### config.mk
export PLATFORM = sky130hd
export DESIGN_NAME = l1_refill_ctrl
export DESIGN_NICKNAME = d
export VERILOG_FILES = /design/src/rtl/l1_pkg.sv /design/src/rtl/bus_beat.sv /design/src/rtl/l1_refill_ctrl.sv
export SDC_FILE = /design/constraint.sdc
export NUM_CORES = 1
export LEC_CHECK = 0
export CAP_MARGIN = 30
export CORE_MARGIN = 1.5
export CORE_UTILIZATION = 47
export DETAILED_ROUTE_END_ITERATION = 8
export PLACE_DENSITY = 0.83
export SYNTH_ARGS = -nofsm -noshare
export SYNTH_HDL_FRONTEND = slang
export SYNTH_SLANG_ARGS = --single-unit
### constraint.sdc
create_clock -name clk -period 3.3 [get_ports clk]
set_input_delay 0.495 -clock clk [delete_from_list [all_inputs] [get_ports clk]]
set_output_delay 0.495 -clock clk [all_outputs]
set_load 0.005 [all_outputs]
### src/rtl/l1_pkg.sv
// l1_pkg: shared definitions for the L1-I bus refill controller.
// Holds the sequencer state encoding, the default line geometry and the
// request priority order used when several cache requests are raised at once.
package l1_pkg;

  // Default line geometry: 256-byte lines, 8-bit byte offset
  localparam int LINE_BYTES_DEF = 256;
  localparam int LINE_WID_DEF   = $clog2(LINE_BYTES_DEF);

  // Sequencer state encoding (kept as plain constants for legacy tools)
  localparam logic [2:0] ST_IDLE   = 3'd0;
  localparam logic [2:0] ST_LINE   = 3'd1;
  localparam logic [2:0] ST_SGL_RD = 3'd2;
  localparam logic [2:0] ST_SGL_WR = 3'd3;
  localparam logic [2:0] ST_DONE   = 3'd4;
  localparam logic [2:0] ST_FAIL   = 3'd7;

  // Priority order: line refill first, then uncached read, then write-through
  function automatic logic [2:0] pick_request(input logic line_req,
                                              input logic rd_req,
                                              input logic wt_req);
    logic [2:0] next;
    next = ST_IDLE;
    if (line_req) begin
      next = ST_LINE;
    end else if (rd_req) begin
      next = ST_SGL_RD;
    end else if (wt_req) begin
      next = ST_SGL_WR;
    end
    return next;
  endfunction

endpackage

### src/rtl/bus_beat.sv
// bus_beat: one bus beat at a time. A start pulse raises bus_req on the next
// cycle; the first bus_ack while bus_req is high ends the beat, reported as
// beat_done (clean) or beat_fail (bus_err set). With L1_BUS_TIMEOUT_EN defined,
// a watchdog also fails the beat after TIMEOUT cycles without an ack.
module bus_beat
#(
  parameter int TIMEOUT = 255
) (
  input  logic clk,
  input  logic rst,
  input  logic start,
  input  logic bus_ack,
  input  logic bus_err,
  output logic bus_req,
  output logic beat_done,
  output logic beat_fail
);

  logic bus_req_q;
  logic bus_req_d;
  logic acked;
  logic timeout_hit;

  // An ack only counts while a request is actually outstanding
  assign acked = bus_req_q & bus_ack;

`ifdef L1_BUS_TIMEOUT_EN
  localparam int CNT_W = $clog2(TIMEOUT + 1);

  logic [CNT_W-1:0] wait_cnt_q;
  logic [CNT_W-1:0] wait_cnt_d;

  // Stall counter restarts with every new beat and advances while unanswered
  always_comb begin
    wait_cnt_d = wait_cnt_q;
    if (start) begin
      wait_cnt_d = '0;
    end else if (bus_req_q && !bus_ack) begin
      wait_cnt_d = wait_cnt_q + 1'b1;
    end
  end

  // Stall counter register
  always_ff @(posedge clk or posedge rst) begin
    if (rst) begin
      wait_cnt_q <= '0;
    end else begin
      wait_cnt_q <= wait_cnt_d;
    end
  end

  // The TIMEOUT-th unanswered request cycle aborts the beat
  assign timeout_hit = bus_req_q && !bus_ack &&
                       (wait_cnt_q == CNT_W'(TIMEOUT - 1));
`else
  logic unused_timeout;
  assign unused_timeout = (TIMEOUT == 0);
  assign timeout_hit    = 1'b0;
`endif

  assign beat_done = acked & ~bus_err;
  assign beat_fail = (acked & bus_err) | timeout_hit;
  assign bus_req   = bus_req_q;

  // Request rises after start and falls once the beat has ended either way
  always_comb begin
    bus_req_d = bus_req_q;
    if (start) begin
      bus_req_d = 1'b1;
    end else if (acked || timeout_hit) begin
      bus_req_d = 1'b0;
    end
  end

  // Request register
  always_ff @(posedge clk or posedge rst) begin
    if (rst) begin
      bus_req_q <= 1'b0;
    end else begin
      bus_req_q <= bus_req_d;
    end
  end

endmodule

### src/rtl/l1_refill_ctrl.sv
// l1_refill_ctrl: bus-side sequencer for the direct-mapped L1-I cache.
// Serves line refills (LINE_BYTES byte beats), single uncached byte reads and
// single write-through bytes over an 8-bit req/ack bus. Refill bytes come back
// with addr_count/line_write; every transaction ends in trans_rdy or bus_error.
// Optional ack watchdog: define L1_BUS_TIMEOUT_EN (limit set by TIMEOUT).
module l1_refill_ctrl
  import l1_pkg::*;
#(
  parameter int ADDR_WIDTH = 24,
  parameter int LINE_BYTES = LINE_BYTES_DEF,
  parameter int LINE_WID   = (LINE_BYTES == LINE_BYTES_DEF) ? LINE_WID_DEF
                                                            : $clog2(LINE_BYTES),
  parameter int TIMEOUT    = 255
) (
  input  logic                  clk,
  input  logic                  rst,
  input  logic                  read_line_req,
  input  logic                  read_req,
  input  logic                  write_through_req,
  input  logic [ADDR_WIDTH-1:0] pa,
  input  logic [7:0]            wt_data,
  output logic [7:0]            line_data,
  output logic [LINE_WID:0]     addr_count,
  output logic                  line_write,
  output logic                  cache_entry_refill,
  output logic                  trans_rdy,
  output logic                  bus_error,
  output logic                  bus_req,
  output logic                  bus_we,
  output logic [ADDR_WIDTH-1:0] bus_addr,
  output logic [7:0]            bus_wdata,
  input  logic [7:0]            bus_rdata,
  input  logic                  bus_ack,
  input  logic                  bus_err
);

  logic [2:0]            state_q;
  logic [2:0]            state_d;
  logic [ADDR_WIDTH-1:0] pa_q;
  logic [ADDR_WIDTH-1:0] pa_d;
  logic [7:0]            wdata_q;
  logic [7:0]            wdata_d;
  logic [LINE_WID:0]     count_q;
  logic [LINE_WID:0]     count_d;
  logic [7:0]            line_data_q;
  logic [7:0]            line_data_d;
  logic                  line_write_q;
  logic                  line_write_d;
  logic                  refill_q;
  logic                  refill_d;

  logic                  beat_start;
  logic                  beat_done;
  logic                  beat_fail;
  logic                  last_offset;

  bus_beat #(
    .TIMEOUT   (TIMEOUT)
  ) u_bus_beat (
    .clk       (clk),
    .rst       (rst),
    .start     (beat_start),
    .bus_ack   (bus_ack),
    .bus_err   (bus_err),
    .bus_req   (bus_req),
    .beat_done (beat_done),
    .beat_fail (beat_fail)
  );

  assign last_offset = (count_q[LINE_WID-1:0] == {LINE_WID{1'b1}});

  // Sequencer: pick a request, run its beats, then one DONE or FAIL cycle
  always_comb begin
    state_d      = state_q;
    pa_d         = pa_q;
    wdata_d      = wdata_q;
    count_d      = count_q;
    line_data_d  = line_data_q;
    line_write_d = 1'b0;
    refill_d     = 1'b0;
    beat_start   = 1'b0;
    case (state_q)
      ST_IDLE: begin
        state_d = pick_request(read_line_req, read_req, write_through_req);
        if (state_d != ST_IDLE) begin
          pa_d       = pa;
          beat_start = 1'b1;
        end
        if (state_d == ST_LINE) begin
          count_d = '0;
        end
        if (state_d == ST_SGL_WR) begin
          wdata_d = wt_data;
        end
      end
      ST_LINE: begin
        if (beat_fail) begin
          state_d = ST_FAIL;
        end else if (beat_done) begin
          line_data_d  = bus_rdata;
          line_write_d = 1'b1;
        end else if (line_write_q) begin
          count_d = count_q + 1'b1;
          if (last_offset) begin
            state_d  = ST_DONE;
            refill_d = 1'b1;
          end else begin
            beat_start = 1'b1;
          end
        end
      end
      ST_SGL_RD: begin
        if (beat_fail) begin
          state_d = ST_FAIL;
        end else if (beat_done) begin
          line_data_d = bus_rdata;
          state_d     = ST_DONE;
        end
      end
      ST_SGL_WR: begin
        if (beat_fail) begin
          state_d = ST_FAIL;
        end else if (beat_done) begin
          state_d = ST_DONE;
        end
      end
      ST_DONE, ST_FAIL: begin
        state_d = ST_IDLE;
      end
      default: begin
        state_d = ST_IDLE;
      end
    endcase
  end

  // Sequencer registers; reset drops every strobe and forgets a partial line
  always_ff @(posedge clk or posedge rst) begin
    if (rst) begin
      state_q      <= ST_IDLE;
      pa_q         <= '0;
      wdata_q      <= '0;
      count_q      <= '0;
      line_data_q  <= '0;
      line_write_q <= 1'b0;
      refill_q     <= 1'b0;
    end else begin
      state_q      <= state_d;
      pa_q         <= pa_d;
      wdata_q      <= wdata_d;
      count_q      <= count_d;
      line_data_q  <= line_data_d;
      line_write_q <= line_write_d;
      refill_q     <= refill_d;
    end
  end

  assign line_data          = line_data_q;
  assign addr_count         = count_q;
  assign line_write         = line_write_q;
  assign cache_entry_refill = refill_q;
  assign trans_rdy          = (state_q == ST_DONE);
  assign bus_error          = (state_q == ST_FAIL);
  assign bus_we             = (state_q == ST_SGL_WR);
  assign bus_wdata          = wdata_q;
  assign bus_addr           = (state_q == ST_LINE)
                              ? {pa_q[ADDR_WIDTH-1:LINE_WID], count_q[LINE_WID-1:0]}
                              : pa_q;

endmodule

Yosys cells after proc, flatten, opt, wreduce, memory -nomap -nowiden
Index checks and enable logic that the tools add are counted.
{"block": "totals", "ff_bits": 55, "elab_cells": 74}
{"block": "op_classes", "add_sub_neg": 1, "mux": 33, "eq_ne": 16, "n_reduce_logical": 11, "bitwise_logic": 5}
{"cell": "9-bit 2-to-1 mux", "count": 4}
{"cell": "3-bit 2-to-1 mux", "count": 7}
{"cell": "9-bit one-hot mux with 2 select lines", "count": 1}
{"cell": "1-bit 2-to-1 mux", "count": 15}
{"cell": "9-bit by 1-bit adder with 9-bit output (second input constant)", "count": 1}
{"cell": "3-bit by 2-bit == test with 1-bit output (second input constant)", "count": 3}
{"cell": "3-bit inequality test (second input constant)", "count": 3}
{"cell": "3-bit one-hot mux with 3 select lines", "count": 1}
{"cell": "8-bit == test (second input constant)", "count": 1}
{"cell": "8-bit 2-to-1 mux", "count": 1}
{"cell": "2-bit inequality test (second input constant)", "count": 4}
{"cell": "3-bit by 1-bit == test with 1-bit output (second input constant)", "count": 2}
{"cell": "3-bit == test (second input constant)", "count": 2}
{"cell": "2-bit 2-to-1 mux", "count": 3}
{"cell": "5-bit AND reduction", "count": 1}
{"cell": "2-bit AND reduction", "count": 2}
{"cell": "4-bit AND reduction", "count": 1}
{"cell": "2-bit nonzero test", "count": 2}
{"cell": "2-bit OR reduction", "count": 2}
{"cell": "1-bit bitwise AND", "count": 3}
{"cell": "3-bit zero test", "count": 1}
{"cell": "3-bit by 1-bit inequality test with 1-bit output (second input constant)", "count": 1}
{"cell": "3-bit AND reduction", "count": 1}
{"cell": "3-bit nonzero test", "count": 1}
{"cell": "other kinds (2)", "count": 3}

Depth between registers and ports, before layout
{"block": "depth", "ltp_word": 8, "depth_mapped": 7, "ltp_nobuf": 5}

Modules after synthesis
A second synthesis with hierarchy kept.
{"block": "unflattened", "cells_unflattened": 210, "area_unflattened_um2": 2672.6}
{"mod": "l1_refill_ctrl", "area_per_inst_um2": 2617.5, "cells_per_inst": 203, "instances": 1}
{"mod": "bus_beat", "area_per_inst_um2": 55.1, "cells_per_inst": 7, "instances": 1}

Least setup slack after synthesis
No wires, ideal clock.
{"block": "synth_timing", "path_type": "register to register", "from": "register state_q[0]", "to": "register wdata_q[0], in the netlist bus_wdata[0]", "arrival_ns": 1.783, "path_slack_ns": 1.392, "path_stages_with_launch": 6, "required_time_ns": 3.175, "setup_time_ns": 0.125, "path_buffers": 2, "cell_sequence": "dfrtp_1 > buf_6 > or3_4 > or4b_4 > buf_6 > mux2_4"}
{"block": "synth_via", "elab_chain_cells": 2}
{"element": "start: declaration", "line": "l1_refill_ctrl.sv:37", "text": "logic [2:0] state_q;"}
{"element": "start signal: assignment", "line": "l1_refill_ctrl.sv:147", "text": "state_q <= state_d;"}
{"element": "3-bit zero test", "line": "l1_refill_ctrl.sv:82", "text": "case (state_q)"}
{"element": "2-bit AND reduction (no source line)"}
{"element": "end signal: assignment", "line": "l1_refill_ctrl.sv:149", "text": "wdata_q <= wdata_d;"}
{"element": "end: declaration", "line": "l1_refill_ctrl.sv:41", "text": "logic [7:0] wdata_q;"}
No other way between the ends.
A chain may end at the register's enable or synchronous reset.

Final worst setup path
{"block": "layout_timing", "from": "register state_q[1]", "to": "output bus_addr[0]"}
{"block": "layout_via", "elab_chain_cells": 2}
{"element": "3-bit by 1-bit == test with 1-bit output", "line": "l1_refill_ctrl.sv:165", "text": "assign bus_addr = (state_q == ST_LINE)"}
{"element": "8-bit 2-to-1 mux", "line": "l1_refill_ctrl.sv:166", "text": "? {pa_q[ADDR_WIDTH-1:LINE_WID], count_q[LINE_WID-1:0]}"}
{"element": "end: declaration", "line": "l1_refill_ctrl.sv:30", "text": "output logic [ADDR_WIDTH-1:0] bus_addr,"}
No other way between the ends.

==> metrics.log <==
INFO  metric cts-resized-gates = 0
INFO  metric synth_mux_area_frac = 0.189
INFO  metric pnr_total_power = about 3 mW
INFO  metric min-delay-path-class = reg -> reg
INFO  metric startpoint_type = register
INFO  metric grt_setup_unrepaired = false
INFO  metric syn_nets = 269
INFO  metric synth_sequential_area_ratio = 0.531
INFO  metric mapped_area = ~2600 um^2
INFO  metric final.period_utilization = 0.797
INFO  metric synthesized_netlist_cell_count = ~220
INFO  metric global_route.usage.total = 0.195
INFO  metric number_of_library_cell_types_mapped_by_synthesis = 39
INFO  metric synth-edff-count = 0
INFO  metric finClkSkew = ~0.0086 ns
INFO  metric firstDrtPassIters = 4
INFO  metric synth-async-reset-ratio = 1.00
INFO  metric post-place-ws = ~0.93 ns
INFO  metric routed_wirelength = between 5 and 6 mm
INFO  metric cts_hold_buffers = 0
INFO  metric std_cell_rows = 26
INFO  metric yosys.area_share.adder = 0.00483
INFO  metric status = complete, no violations
INFO  metric post_synth_xor_area_fraction = 0.0203
INFO  metric postCtsSetupBuffers = 0
INFO  metric yosys-top-cells-area = sky130_fd_sc_hd__dfrtp_1 53%, sky130_fd_sc_hd__mux2_2 14%, sky130_fd_sc_hd__buf_4 4.6%
INFO  metric final.fill_count = 403
INFO  metric peakVddDrop = ~0.55 mV
INFO  metric relSlewSlack = 0.573
INFO  metric post-route-worst-setup-slack = 0.670 ns
INFO  metric synth_seq_cells = 55
INFO  metric clk_path_buf_depth = 2
INFO  metric dr_wl_met3 = between 400 and 500 um
INFO  metric dp.cells = ~370
INFO  metric dominant_combinational_cell_family_by_area_after_synthesis = multiplexers
INFO  metric vias_per_cell = ~5.1
INFO  metric postRouteAntennaNets = 0
INFO  metric finalNonFillerCells = about 380
INFO  metric io-pin-count = between 100 and 150
INFO  metric initial_utilization = 0.498
INFO  metric gp_routability_congestion = around 0.81
INFO  metric finalMaxSlewViolations = 0
INFO  metric clkSinkCount = between 50 and 60
INFO  metric drv_cap = 0
INFO  metric setup.worst_path.end_class = primary output
INFO  metric drt_iter0_markers = between 80 and 90
INFO  metric placement.io_buffers = 101
INFO  metric setup.worst_path.class = reg -> out
INFO  metric global_route_wire_length_before_repair = ~9.1 mm
INFO  metric critPathRequiredTime = approximately 2.8 ns
INFO  metric m1WireLength = 2.45 mm
INFO  metric synth_top_area_frac = 0.531
INFO  metric synth_compound_gate_area_share = 0.0468
INFO  metric critical_path_arrival = approximately 2.1 ns
INFO  metric grt_pass1_vias = around 2000
INFO  metric cts-buffers-inserted = 5
INFO  metric timing.hold.ws = 0.500 ns
INFO  metric num_vias = 1931
INFO  metric fp.coreArea = ~5200 um^2
INFO  metric yosys-top-cells-count = 55 x sky130_fd_sc_hd__dfrtp_1, 32 x sky130_fd_sc_hd__mux2_2, 31 x sky130_fd_sc_hd__nand2_1
INFO  metric synthMostInstantiatedCell = sky130_fd_sc_hd__dfrtp_1
INFO  metric post-synth-top-area-cell = sky130_fd_sc_hd__dfrtp_1
INFO  metric synthFlopType = sky130_fd_sc_hd__dfrtp_1
INFO  metric clock_insertion_delay_worst_skew = 0.31 ns
INFO  metric report.final.hold_viol_count = 0
INFO  metric final.min_clock_period = 2.63 ns
INFO  metric antenna_cells = 0
INFO  metric dieWidth = 77.3 um
INFO  metric ctsHtreeMaxLevel = 2
INFO  metric clk_pin_slew_worst_paths = roughly 0.10 ns
INFO  metric areaGrowthSynthToFinish = 41.7%
INFO  metric chipHeight = 77.3 um
INFO  metric simple_gate_share_of_the_synthesized_area = 0.132
INFO  metric worst_pin_slew = around 0.64 ns
INFO  metric dp_hpwl = 4.05 mm
INFO  metric top_layer_used = met4
INFO  metric ratio_of_cells_with_drive_above_1_in_the_final_layout = 0.190
INFO  metric post-route-drc-count = 0
INFO  metric grt_max_degree = 27
INFO  metric worstPathMaxFanout = 13
INFO  metric total_leakage_power = about 1.6 nW
INFO  metric avgRoutedWirePerCell = ~15 um
INFO  metric clock.fmax = between 0.3 and 0.4 GHz
INFO  metric setup-tns-final = 0 ns
INFO  metric setup_violations = 0
INFO  metric area_of_the_die = between 5000 and 6000 um^2
INFO  metric avgSynthCellArea = about 12 um^2
INFO  metric rr_worst_depth = 4
INFO  metric antenna_found_initial = 0
INFO  metric cts_tree = built
INFO  metric timing.hold.worst_path_depth = 1
INFO  metric ys_warn_count = 0
INFO  metric design.final.nets = between 300 and 400
INFO  metric power_density = 836 nW/um^2
INFO  metric overflow_left_after_global_routing = 0
INFO  metric wl_met2 = around 2.6 mm
INFO  metric root_buffer_master = sky130_fd_sc_hd__clkbuf_8
-- logic make-up after synthesis --
logic type               count (synthesis)
AND/OR/NAND/NOR                         69
flip-flops                              55
multiplexers                            41
buffers and inverters                   31
AO/OA/AOI/OAI                           18
XOR/XNOR                                 6
adder cells (fa/ha/maj)                  1
-- critical path, cell delays in order (launching register included) --
cell                              delay, ns
sky130_fd_sc_hd__dfrtp_1               0.52
sky130_fd_sc_hd__or3b_2                0.68
sky130_fd_sc_hd__nand2_1               0.13
sky130_fd_sc_hd__nand2_1               0.05
sky130_fd_sc_hd__clkdlybuf4s50_1       0.43
-- cell usage in the layout, fill, tap and decap left out, types with 3 or more instances in the layout --
cell type	Yosys	routed
sky130_fd_sc_hd__clkdlybuf4s50_1	0	101
sky130_fd_sc_hd__dfrtp_1	55	55
sky130_fd_sc_hd__mux2_2	32	32
sky130_fd_sc_hd__nand2_1	31	31
sky130_fd_sc_hd__nor2_1	10	10
sky130_fd_sc_hd__mux2_4	8	8
sky130_fd_sc_hd__a21oi_1	6	6
sky130_fd_sc_hd__and2_1	5	5
sky130_fd_sc_hd__nand3_1	5	5
sky130_fd_sc_hd__clkbuf_8	0	5
sky130_fd_sc_hd__nor3_1	4	4
sky130_fd_sc_hd__xnor2_1	4	4
sky130_fd_sc_hd__buf_4	16	4
sky130_fd_sc_hd__nand4_1	3	3
sky130_fd_sc_hd__o21ai_0	3	3
-- cell type report --
| type | count | area (um^2) | area share |
|---|---|---|---|
| Inverter | 3 | 11.3 | 0.00307 |
| Clock buffer | 5 | 68.8 | 0.0187 |
| Tap cell | 70 | 87.6 | 0.0239 |
| Timing Repair Buffer | 105 | 1040 | 0.284 |
| Clock inverter | 3 | 67.6 | 0.0184 |
| Multi-Input combinational cell | 135 | 1020 | 0.277 |
| Sequential cell | 55 | 1380 | 0.375 |
-- where the power goes --
group          switching (mW)  total [mW]  internal, mW
Sequential              0.193        1.15         0.954
Clock                   0.222       0.524         0.302
Combinational           0.467        1.40         0.930
Total                   0.881        3.07          2.19
-- registers in the layout (all words and copies together), names as in the netlist --
name / count
u_bus_beat.bus_req: 1
bus_wdata: 8
cache_entry_refill: 1
line_write: 1
line_data: 8
addr_count: 9
state_q: 3
pa_q: 24
-- worst paths after layout --
kind / from / end / slack (ns)
max in group asynchronous: rst / pa_q[22] / 2.13
max reg2reg: state_q[1] / pa_q[20] / 1.10
min: addr_count[8] / addr_count[8] / 0.50
min in group asynchronous: rst / pa_q[13] / 0.54
max: state_q[1] / bus_addr[0] / 0.67
min reg2reg: addr_count[8] / addr_count[8] / 0.50
-- routing by layer --
layer	global-route usage	vias to the layer above
li1	-	904
met1	0.254	935
met2	0.302	82
met3	0.0595	10
met4	0.0800	0
met5	0	-
-- metrics by stage --
step	utilization	cell area [um^2]
floorplan	-	2590
global placement	0.679	3530
detailed placement	0.679	3530
CTS	0.705	3670
global route	0.705	3670
finish	0.705	3670
(Power assumes the default switching activity.)
